==> src/rtl/wsa_pkg.sv <==
// wsa_pkg: shared widths and tap helpers for the window_sum_arbiter slice
//   PIX_W  pixel (tap) width
//   TAPS   taps per window
//   WIN_W  packed window width
//   PSUM_W width of a 4-tap partial sum (4*255 = 1020)
//   SUM_W  width of the full 9-tap sum (9*255 = 2295)
package wsa_pkg;

    localparam int PIX_W  = 8;
    localparam int TAPS   = 9;
    localparam int WIN_W  = PIX_W * TAPS;
    localparam int PSUM_W = 10;
    localparam int SUM_W  = 12;

    // Sum of four consecutive taps starting at tap index base.
    function automatic logic [PSUM_W-1:0] psum4(input logic [WIN_W-1:0] win, input int base);
        logic [PSUM_W-1:0] s;
        s = '0;
        for (int k = 0; k < 4; k++)
            s = s + PSUM_W'(win[PIX_W*(base+k) +: PIX_W]);
        return s;
    endfunction

endpackage

==> src/rtl/window_adder9_pipe.sv <==
// window_adder9_pipe: two-stage 9-tap window adder carrying owner id and valid
//   clk, rst   clock, asynchronous active-high reset
//   in_valid   window presented this cycle (captured unconditionally)
//   in_id      owner id of the window
//   in_win     packed 9-tap window
//   s1_valid   stage register holds a window (feeds the credit check)
//   out_valid  final sum available this cycle (same as s1_valid)
//   out_id     owner id of out_sum
//   out_sum    12-bit sum of all 9 taps
module window_adder9_pipe
    import wsa_pkg::*;
#(
    parameter int IDW = 2
) (
    input  logic             clk,
    input  logic             rst,
    input  logic             in_valid,
    input  logic [IDW-1:0]   in_id,
    input  logic [WIN_W-1:0] in_win,
    output logic             s1_valid,
    output logic             out_valid,
    output logic [IDW-1:0]   out_id,
    output logic [SUM_W-1:0] out_sum
);

    logic [PSUM_W-1:0] psum_lo;
    logic [PSUM_W-1:0] psum_hi;
    logic [SUM_W-1:0]  tap8;
    logic [IDW-1:0]    s1_id;

    always_ff @(posedge clk or posedge rst) begin
        if (rst) begin
            s1_valid <= 1'b0;
            psum_lo  <= '0;
            psum_hi  <= '0;
            tap8     <= '0;
            s1_id    <= '0;
        end else begin
            s1_valid <= in_valid;
            if (in_valid) begin
                psum_lo <= psum4(in_win, 0);
                psum_hi <= psum4(in_win, 4);
                tap8    <= SUM_W'(in_win[PIX_W*8 +: PIX_W]);
                s1_id   <= in_id;
            end
        end
    end

    // Second stage is purely combinational; the FIFO write is its register.
    assign out_valid = s1_valid;
    assign out_id    = s1_id;
    assign out_sum   = SUM_W'(psum_lo) + SUM_W'(psum_hi) + tap8;

endmodule

==> src/rtl/window_sum_arbiter.sv <==
// window_sum_arbiter: shares one 9-tap window adder among N_REQ requesters
//   clk, rst   clock, asynchronous active-high reset
//   req_valid  per-requester window valid
//   req_ready  per-requester grant (one-hot or zero, combinational)
//   req_win    requester i window at [72*i+71:72*i]
//   res_valid  result available (FIFO non-empty, first-word-fall-through)
//   res_ready  downstream accepts result
//   res_sum    9-tap sum, res_id owner of that sum
//   busy       adder stage or FIFO holds data
// Build option: define WSA_FIXED_PRIO_EN for fixed priority (lowest index
// wins, no pointer register); default is round-robin.
module window_sum_arbiter
    import wsa_pkg::*;
#(
    parameter int N_REQ = 3,
    parameter int DEPTH = 4,
    parameter int IDW   = 2
) (
    input  logic                   clk,
    input  logic                   rst,
    input  logic [N_REQ-1:0]       req_valid,
    output logic [N_REQ-1:0]       req_ready,
    input  logic [N_REQ*WIN_W-1:0] req_win,
    output logic                   res_valid,
    input  logic                   res_ready,
    output logic [SUM_W-1:0]       res_sum,
    output logic [IDW-1:0]         res_id,
    output logic                   busy
);

    localparam int CW = $clog2(DEPTH + 1);
    localparam int OW = CW + 1;
    localparam int AW = (DEPTH > 1) ? $clog2(DEPTH) : 1;

    logic [IDW-1:0]   gid;
    logic             found;
    logic             credit_ok;
    logic             accept;
    logic [OW-1:0]    occ;
    logic             s1_valid;
    logic             a_valid;
    logic [IDW-1:0]   a_id;
    logic [SUM_W-1:0] a_sum;
    logic [CW-1:0]    fifo_count;
    logic [AW-1:0]    wr_ptr;
    logic [AW-1:0]    rd_ptr;
    logic             push;
    logic             pop;
    logic [SUM_W-1:0] mem_sum [DEPTH];
    logic [IDW-1:0]   mem_id  [DEPTH];

`ifndef WSA_FIXED_PRIO_EN
    logic [IDW-1:0] ptr;
`endif

    // Credit counts the window in the adder stage as already occupying a
    // FIFO slot; a pop in this same cycle is not credited back.
    assign occ       = {1'b0, fifo_count} + OW'(s1_valid);
    assign credit_ok = occ < OW'(DEPTH);

    always_comb begin : arb
        int idx;
        found = 1'b0;
        gid   = '0;
        for (int o = 0; o < N_REQ; o++) begin
`ifdef WSA_FIXED_PRIO_EN
            idx = o;
`else
            idx = int'(ptr) + o;
            if (idx >= N_REQ)
                idx = idx - N_REQ;
`endif
            if (!found && req_valid[idx]) begin
                found = 1'b1;
                gid   = IDW'(idx);
            end
        end
    end

    assign req_ready = (found && credit_ok) ? (N_REQ'(1) << gid) : '0;
    assign accept    = |(req_valid & req_ready);

`ifndef WSA_FIXED_PRIO_EN
    always_ff @(posedge clk or posedge rst) begin
        if (rst)
            ptr <= '0;
        else if (accept)
            ptr <= (gid == IDW'(N_REQ - 1)) ? '0 : gid + 1'b1;
    end
`endif

    window_adder9_pipe #(.IDW(IDW)) u_add (
        .clk       (clk),
        .rst       (rst),
        .in_valid  (accept),
        .in_id     (gid),
        .in_win    (req_win[WIN_W*gid +: WIN_W]),
        .s1_valid  (s1_valid),
        .out_valid (a_valid),
        .out_id    (a_id),
        .out_sum   (a_sum)
    );

    assign push = a_valid;
    assign pop  = res_valid & res_ready;

    // Storage needs no reset: the read side is gated by res_valid.
    always_ff @(posedge clk) begin
        if (push) begin
            mem_sum[wr_ptr] <= a_sum;
            mem_id[wr_ptr]  <= a_id;
        end
    end

    always_ff @(posedge clk or posedge rst) begin
        if (rst) begin
            wr_ptr     <= '0;
            rd_ptr     <= '0;
            fifo_count <= '0;
        end else begin
            if (push)
                wr_ptr <= (wr_ptr == AW'(DEPTH - 1)) ? '0 : wr_ptr + 1'b1;
            if (pop)
                rd_ptr <= (rd_ptr == AW'(DEPTH - 1)) ? '0 : rd_ptr + 1'b1;
            if (push && !pop)
                fifo_count <= fifo_count + 1'b1;
            else if (pop && !push)
                fifo_count <= fifo_count - 1'b1;
        end
    end

    assign res_valid = fifo_count != '0;
    assign res_sum   = res_valid ? mem_sum[rd_ptr] : '0;
    assign res_id    = res_valid ? mem_id[rd_ptr] : '0;
    assign busy      = s1_valid | res_valid;

endmodule

==> config.mk <==
export PLATFORM = sky130hd
export DESIGN_NAME = window_sum_arbiter
export DESIGN_NICKNAME = d
export VERILOG_FILES = /design/src/rtl/wsa_pkg.sv /design/src/rtl/window_adder9_pipe.sv /design/src/rtl/window_sum_arbiter.sv
export SDC_FILE = /design/constraint.sdc
export NUM_CORES = 1
export LEC_CHECK = 0
export CAP_MARGIN = 20
export CORE_MARGIN = 1
export CORE_UTILIZATION = 40
export DETAILED_ROUTE_END_ITERATION = 8
export MAX_ROUTING_LAYER = met4
export PLACE_DENSITY = 0.7
export RECOVER_POWER = 100
export SETUP_SLACK_MARGIN = 0.05
export SYNTH_ARGS = -nofsm -noshare
export SYNTH_HDL_FRONTEND = slang
export SYNTH_SLANG_ARGS = --single-unit
==> constraint.sdc <==
create_clock -name clk -period 8.5 [get_ports clk]
set_input_delay 1.7 -clock clk [delete_from_list [all_inputs] [get_ports clk]]
set_output_delay 1.7 -clock clk [all_outputs]
set_load 0.1 [all_outputs]
Yosys cells after proc, flatten, opt, wreduce, memory -nomap -nowiden
Memory sizes are Yosys's and may differ from the RTL's.
Cells that the tools add are included.
W data, S select, Z words.
- memories kept: 2
- logic and storage cells: 86
- latch bits: 0
- bits of input ports: 222
- memory bits (read-only): 0
- bits in registers: 40
- RAM bits: 56
- output and inout port bits: 19
- muxes and demuxes: 28
- bitwise logic cells: 3
- reduce and logical (&&, ||, !) cells: 12
- divide/modulo/power cells: 0
- multipliers: 1
- $lt $le $gt $ge: 7
- eq/ne operators: 3
- shifts and indexed selects: 2
- add/subtract/negate cells: 19
- memories (name ; words ; bits a word ; read ports ; clocked after Yosys merged registers in ; wr ports ; RTL line ; source):
    mem_sum ; 4 ; 12 ; 1 ; 0 ; 1 ; window_sum_arbiter.sv:49 ; logic [SUM_W-1:0] mem_sum [DEPTH];
    mem_id ; 4 ; 2 ; 1 ; 0 ; 1 ; window_sum_arbiter.sv:50 ; logic [IDW-1:0] mem_id [DEPTH];
- operator list (cell ; count):
    $shiftx A216 B10 Y72 ; 1
    $lt A32 B4 Y1 const B ; 3
    $mux W32 ; 3
    $add A10 B8 Y10 ; 4
    $add A8 B8 Y9 ; 2
    $mux W2 ; 7
    $add A12 B8 Y12 ; 1
    $mux W12 ; 1
    $add A10 B10 Y11 ; 1
    $mux W1 ; 11
    $mux W3 ; 3
    $sub A3 B2 Y4 const B ; 2
    $add A2 B1 Y2 const B ; 3
    $bmux W1 S2 ; 3
    $eq A2 B2 Y1 const B ; 3
    $ge A3 B2 Y1 const B ; 2
    $mul A4 B2 Y6 const A ; 1
    $logic_and A1 B1 Y1 ; 5
    $add A3 B1 Y4 ; 1
    $logic_not A1 Y1 ; 4
    $lt A4 B3 Y1 const B ; 1
    $add A2 B1 Y3 const B ; 1
    $add A2 B2 Y3 const B ; 1
    $add A3 B1 Y3 const B ; 1
    other kinds (10) ; 10

Longest topological paths before layout
- depth after elaboration: 17
- mapped depth: 28

Hierarchy
A second synthesis with hierarchy kept.
- cell total of the unflattened synthesis: 685
- area total of the unflattened synthesis: 7528.5 sq um
- modules (own cells, without submodules) (module ; cells an instance ; times used ; area each (sq um)):
    window_sum_arbiter ; 353 ; 1 ; 4275.4
    window_adder9_pipe ; 332 ; 1 ; 3253.1

Least setup slack after synthesis
Ideal clock, no wire load.
- path kind: in2reg
- from: input port req_valid[2]
- to: register u_add.psum_hi[9]
- path slack: 2.575 ns
- stages: 22
- arrival: 5.791 ns
- data required time: 8.366 ns
- path buffers: 2
- cell sequence: mux2i_1 o22a_1 o21bai_1 a22oi_4 buf_6 buf_6 mux2i_1 o21ai_1 ha_1 fa_1 inv_1 fa_1 inv_1 ha_1 fa_1 a21o_1 a21oi_1 o21bai_1 a21oi_1 o21bai_1 a21oi_1 o21ai_0
- cells in the longest elaborated chain, start to end: 15
- ends and longest elaborated chain (what ; RTL line ; source):
    start, declared ; window_sum_arbiter.sv:21 ; input logic [N_REQ-1:0] req_valid,
    $bmux W1 S2 ; window_sum_arbiter.sv:73 ; if (!found && req_valid[idx]) begin
    $mux W1 (not written as such) (2 in series) ; window_sum_arbiter.sv:73 ;
    $mux W1 ; window_sum_arbiter.sv:73 ;
    $logic_not A1 Y1 ; window_sum_arbiter.sv:73 ;
    $logic_and A1 B1 Y1 ; window_sum_arbiter.sv:73 ;
    $mux W1 ; window_sum_arbiter.sv:73 ;
    $logic_not A1 Y1 ; window_sum_arbiter.sv:73 ;
    $logic_and A1 B1 Y1 ; window_sum_arbiter.sv:73 ;
    $mux W2 ; window_sum_arbiter.sv:73 ;
    $mul A4 B2 Y6 ; window_sum_arbiter.sv:97 ; .in_win (req_win[WIN_W*gid +: WIN_W]),
    $shiftx A216 B10 Y72 ; window_sum_arbiter.sv:97 ;
    $add A8 B8 Y9 ; wsa_pkg.sv:20 ; s = s + PSUM_W'(win[PIX_W*(base+k) +: PIX_W]);
    $add A10 B8 Y10 (2 in series) ; wsa_pkg.sv:20 ;
    end signal, assigned ; window_adder9_pipe.sv:42 ; psum_hi <= psum4(in_win, 4);
    end, declared ; window_adder9_pipe.sv:27 ; logic [PSUM_W-1:0] psum_hi;
Several ways; a longest one is shown, not always the timed one. The select of a mux whose other input is x is not followed.
A chain may end at the register's enable or synchronous reset.

Worst setup path after layout
- from: input port req_valid[2]
- to: output port req_ready[2]
- cells in the longest elaborated chain, start to end: 12
- ends and longest elaborated chain (what ; RTL line ; source):
    $bmux W1 S2 ; window_sum_arbiter.sv:73 ;
    $mux W1 (not written as such) (2 in series) ; window_sum_arbiter.sv:73 ;
    $mux W1 ; window_sum_arbiter.sv:73 ;
    $logic_not A1 Y1 ; window_sum_arbiter.sv:73 ;
    $logic_and A1 B1 Y1 ; window_sum_arbiter.sv:73 ;
    $mux W1 ; window_sum_arbiter.sv:73 ;
    $logic_not A1 Y1 ; window_sum_arbiter.sv:73 ;
    $logic_and A1 B1 Y1 ; window_sum_arbiter.sv:73 ;
    $mux W2 or $mux W1 (tied branches) ; window_sum_arbiter.sv:73 ;
    $shl A1 B2 Y3 or $logic_and A1 B1 Y1 (tied branches) ; window_sum_arbiter.sv:80 ; assign req_ready = (found && credit_ok) ? (N_REQ'(1) << gid) : '0;
    $mux W3 (*) ; window_sum_arbiter.sv:80 ;
    end, declared ; window_sum_arbiter.sv:22 ; output logic [N_REQ-1:0] req_ready,
Mark *: on every way between the ends. The rest lies on a longest branch, timed or not. The select of a mux whose other input is x is not followed.

==> results.md <==
Synth:
- The netlist area before placement is 7660 sq um.
- The number of warnings reported in the yosys synthesis log is 0.
- The area fraction of the dominant cell type after synthesis is 0.220.
- The synthesized design spends more area on one cell type than any other, namely edfxtp_1.
- The synthesized design contains 56 enable-type register cells.
- For this run, the leading register cell type out of synthesis is edfxtp_1.
- In the post-synthesis netlist, the biggest area contributors are edfxtp_1 (22%), dfrtp_1 (13%), ha_1 (9.8%).
- In the synthesized netlist the async set-or-reset flop fraction comes to 0.417.
- Dividing the synthesized area by the synthesized cell count gives 10.3 sq um.
- In this run, synthesis produced a sequential element count of 96.
- Synthesis instantiated 59 different standard cells from the library.
- After technology mapping, the gate count stands at 747.
- The share of the Yosys chip area taken by registers is 0.350.
- The synthesized net count is 1052.

Clock tree:
- Counting the buffers created by CTS gives 9.
- In this run the clock root is driven by a clkbuf_16.
- The clock-pin slew on the worst setup and hold paths is 0.06 ns.
- The clock passes through at most 2 buffers.
- TritonCTS built the clock tree.
- Post-CTS repair changed the size of 0 cells.
- For this design, the sink count on the clock tree is 96.
- In this run the number of H-tree levels came out at 3.
- The number of buffers inserted by post-CTS setup repair is 0.
- The cts-stage hold buffer count is 0.
- The clock insertion delay at the later pin of the skew report is 0.34 ns.

Die:
- The horizontal die dimension is 140 um.
- The number of I/O pins is 241.
- The standard-cell row count is 50.
- After floorplanning, the core was sized to cover 18700 sq um.
- The vertical extent of the die is 140 um.
- The overall die area is 19700 sq um.
- For this configuration, the core starts out at a cell density of 0.409.

Setup path:
- The classification of the worst setup path is in -> out.
- The critical path starts at req_valid[2].
- Data on the critical path arrives at its endpoint at 5.19 ns.
- The worst setup path is captured at an output pin.
- The critical path data required time is 6.80 ns.
- Along the worst path, the maximum fanout reaches 14.
- STA classifies the critical path startpoint as an input port.
- The reg-to-reg startpoint is ptr[0].

STA:
- Summed over all failing endpoints, the final setup total negative slack is 0 ns.
- In the finished design, the share of the clock period the worst path needs comes to 0.811.
- The post-route minimum period is 6.89 ns.
- At the pin with the least slew margin, the transition time is 2.20 ns.
- The final clock skew is 0.0101 ns.
- The tightest slew margin relative to the limit is -0.465.
- The count of pins over their slew limit is 84.
- Setup repair after global routing left no endpoint under its margin.
- The setup-violating endpoint count in the final report is 0.
- Timing would allow up to 145 MHz.
- The count of final hold-check violations is 0.

GRT:
- The total overflow reported by the global router is 0.
- The pin count of the biggest net entering global routing is 52.
- The number of global-route vias before repair is 6339.
- The total routing usage reported by global routing is 0.216.
- The first global-routing pass estimated 31600 um of wire.
- The initial antenna violation count came to 5.

Place:
- Summing all placed instances gives a cell area of 10200 sq um.
- The post-DP HPWL is 16300 um.
- At the end of routability-driven placement, the weighted congestion stood at 0.903.
- The number of port buffers is 240.

Route:
- After detailed routing, the number of vias per cell comes to 5.06.
- The post-detailed-route DRC marker count is 0.
- The number of DRC markers after the initial detailed-route iteration is 146.
- For this block, the via count after detailed routing is 6139.
- The number of detailed-routing iterations run before antenna repair is 6.
- In this run the remaining antenna-violating nets after routing total 0.
- Dividing the detail-routed wire length by the instance count gives 16.6 um.
- The total wire length is 20100 um.

Worst hold path:
- The worst hold path class is reg -> reg.
- The worst min-delay path startpoint is u_add.psum_lo[2].

Final layout:
- The post-layout net count is 1275.
- The most frequent standard cell in the layout excluding fill and tap cells is clkdlybuf4s50_1.
- The final core utilization is 0.560.
- In the layout the commonest cells are clkdlybuf4s50_1 (218), nand2_1 (86), a21oi_1 (61), ha_1 (60), edfxtp_1 (56).
- Of the cells placed in the final design, the portion with a size suffix greater than 1 is 0.0564.
- Once layout is done, the placed cells without fillers occupy 10500 sq um.
- The synthesis-to-layout area growth is 36.8%.

Status:
- The run finished, with violations left.
- The checks that failed: max-capacitance violations, max-slew violations.

Job:
- Max-cap violations in this run came to 2.
layout make-up:
class / count / area (sq um)
tap: 234 / 293
clock buffer: 10 / 229
fill: 1666 / 8230
multi-input combinational: 565 / 4550
inverter: 49 / 184
clock inverter: 6 / 43.8
timing repair buffer: 249 / 2470
antenna: 5 / 12.5
sequential: 96 / 2680
cells in the mapped netlist, types with 4 or more instances:
master	n
dfrtp_1	40
a221oi_2	8
a21o_1	16
nor2b_1	10
a22oi_1	4
mux2i_1	50
a21oi_1	61
a22o_1	13
clkbuf_1	18
o21ai_0	35
and2_1	18
mux4_2	14
ha_1	60
o21a_1	5
xor2_1	15
a2bb2oi_2	5
edfxtp_1	56
nor2_1	38
buf_6	8
nand2_1	86
inv_1	48
buf_2	6
o21bai_1	10
o21ai_1	26
xnor2_1	25
fa_1	23
cell families after synthesis:
kind of cell,share of synthesized area
adders and majority gates,0.158
xor gates and xnor gates,0.0457
AOI/OAI and AO/OA,0.186
and+or+nand+nor,0.0974
muxes,0.109
DFF,0.350
buffers and inverters,0.0526
metrics by stage:
step	worst slack (ns)	hold WS, ns	instances
2_1_floorplan	2.57	0.450	747
3_3_place_gp	1.63	0.465	1193
3_5_place_dp	1.52	0.467	1193
4_1_cts	1.78	0.483	1209
5_1_grt	1.25	0.513	1214
6_report	1.61	0.479	1214
registers in the layout, summed over array words and instances (netlist names), 3 cells and up:
| signal | count |
|---|---|
| u_add.psum_lo | 10 |
| fifo_count | 3 |
| u_add.tap8 | 8 |
| mem_sum | 48 |
| mem_id | 8 |
| u_add.psum_hi | 10 |
worst paths after layout:
kind,to,slack [ns],depth (start not counted)
setup / recovery,req_ready[2],1.61,8
hold / removal,u_add.psum_lo[2],0.48,2
setup reg to reg,u_add.psum_hi[9],2.79,23
hold reg to reg,u_add.psum_lo[2],0.48,2
max in group asynchronous,u_add.tap8[2],4.63,3
min in group asynchronous,ptr[1],2.61,3
layer usage:
layer / track usage / vias to the layer above / share of wire
li1: - / 3122 / -
met4: 0.0821 / 0 / 0.027
met1: 0.249 / 2783 / 0.41
met5: - / - / 0
met3: 0.0338 / 27 / 0.051
met2: 0.378 / 207 / 0.51
worst max-delay path, stage by stage:
cell	delay (ns)
dlygate4sd3_1	0.59
mux2i_1	0.22
o22a_1	0.26
o21bai_1	0.12
a22oi_4	0.43
buf_4	0.39
nor2b_1	0.21
dlygate4sd3_1	1.25
Power is left out: the tool's default activity adds up to more than one toggle a clock period on the data nets, which glitch-free logic cannot reach.
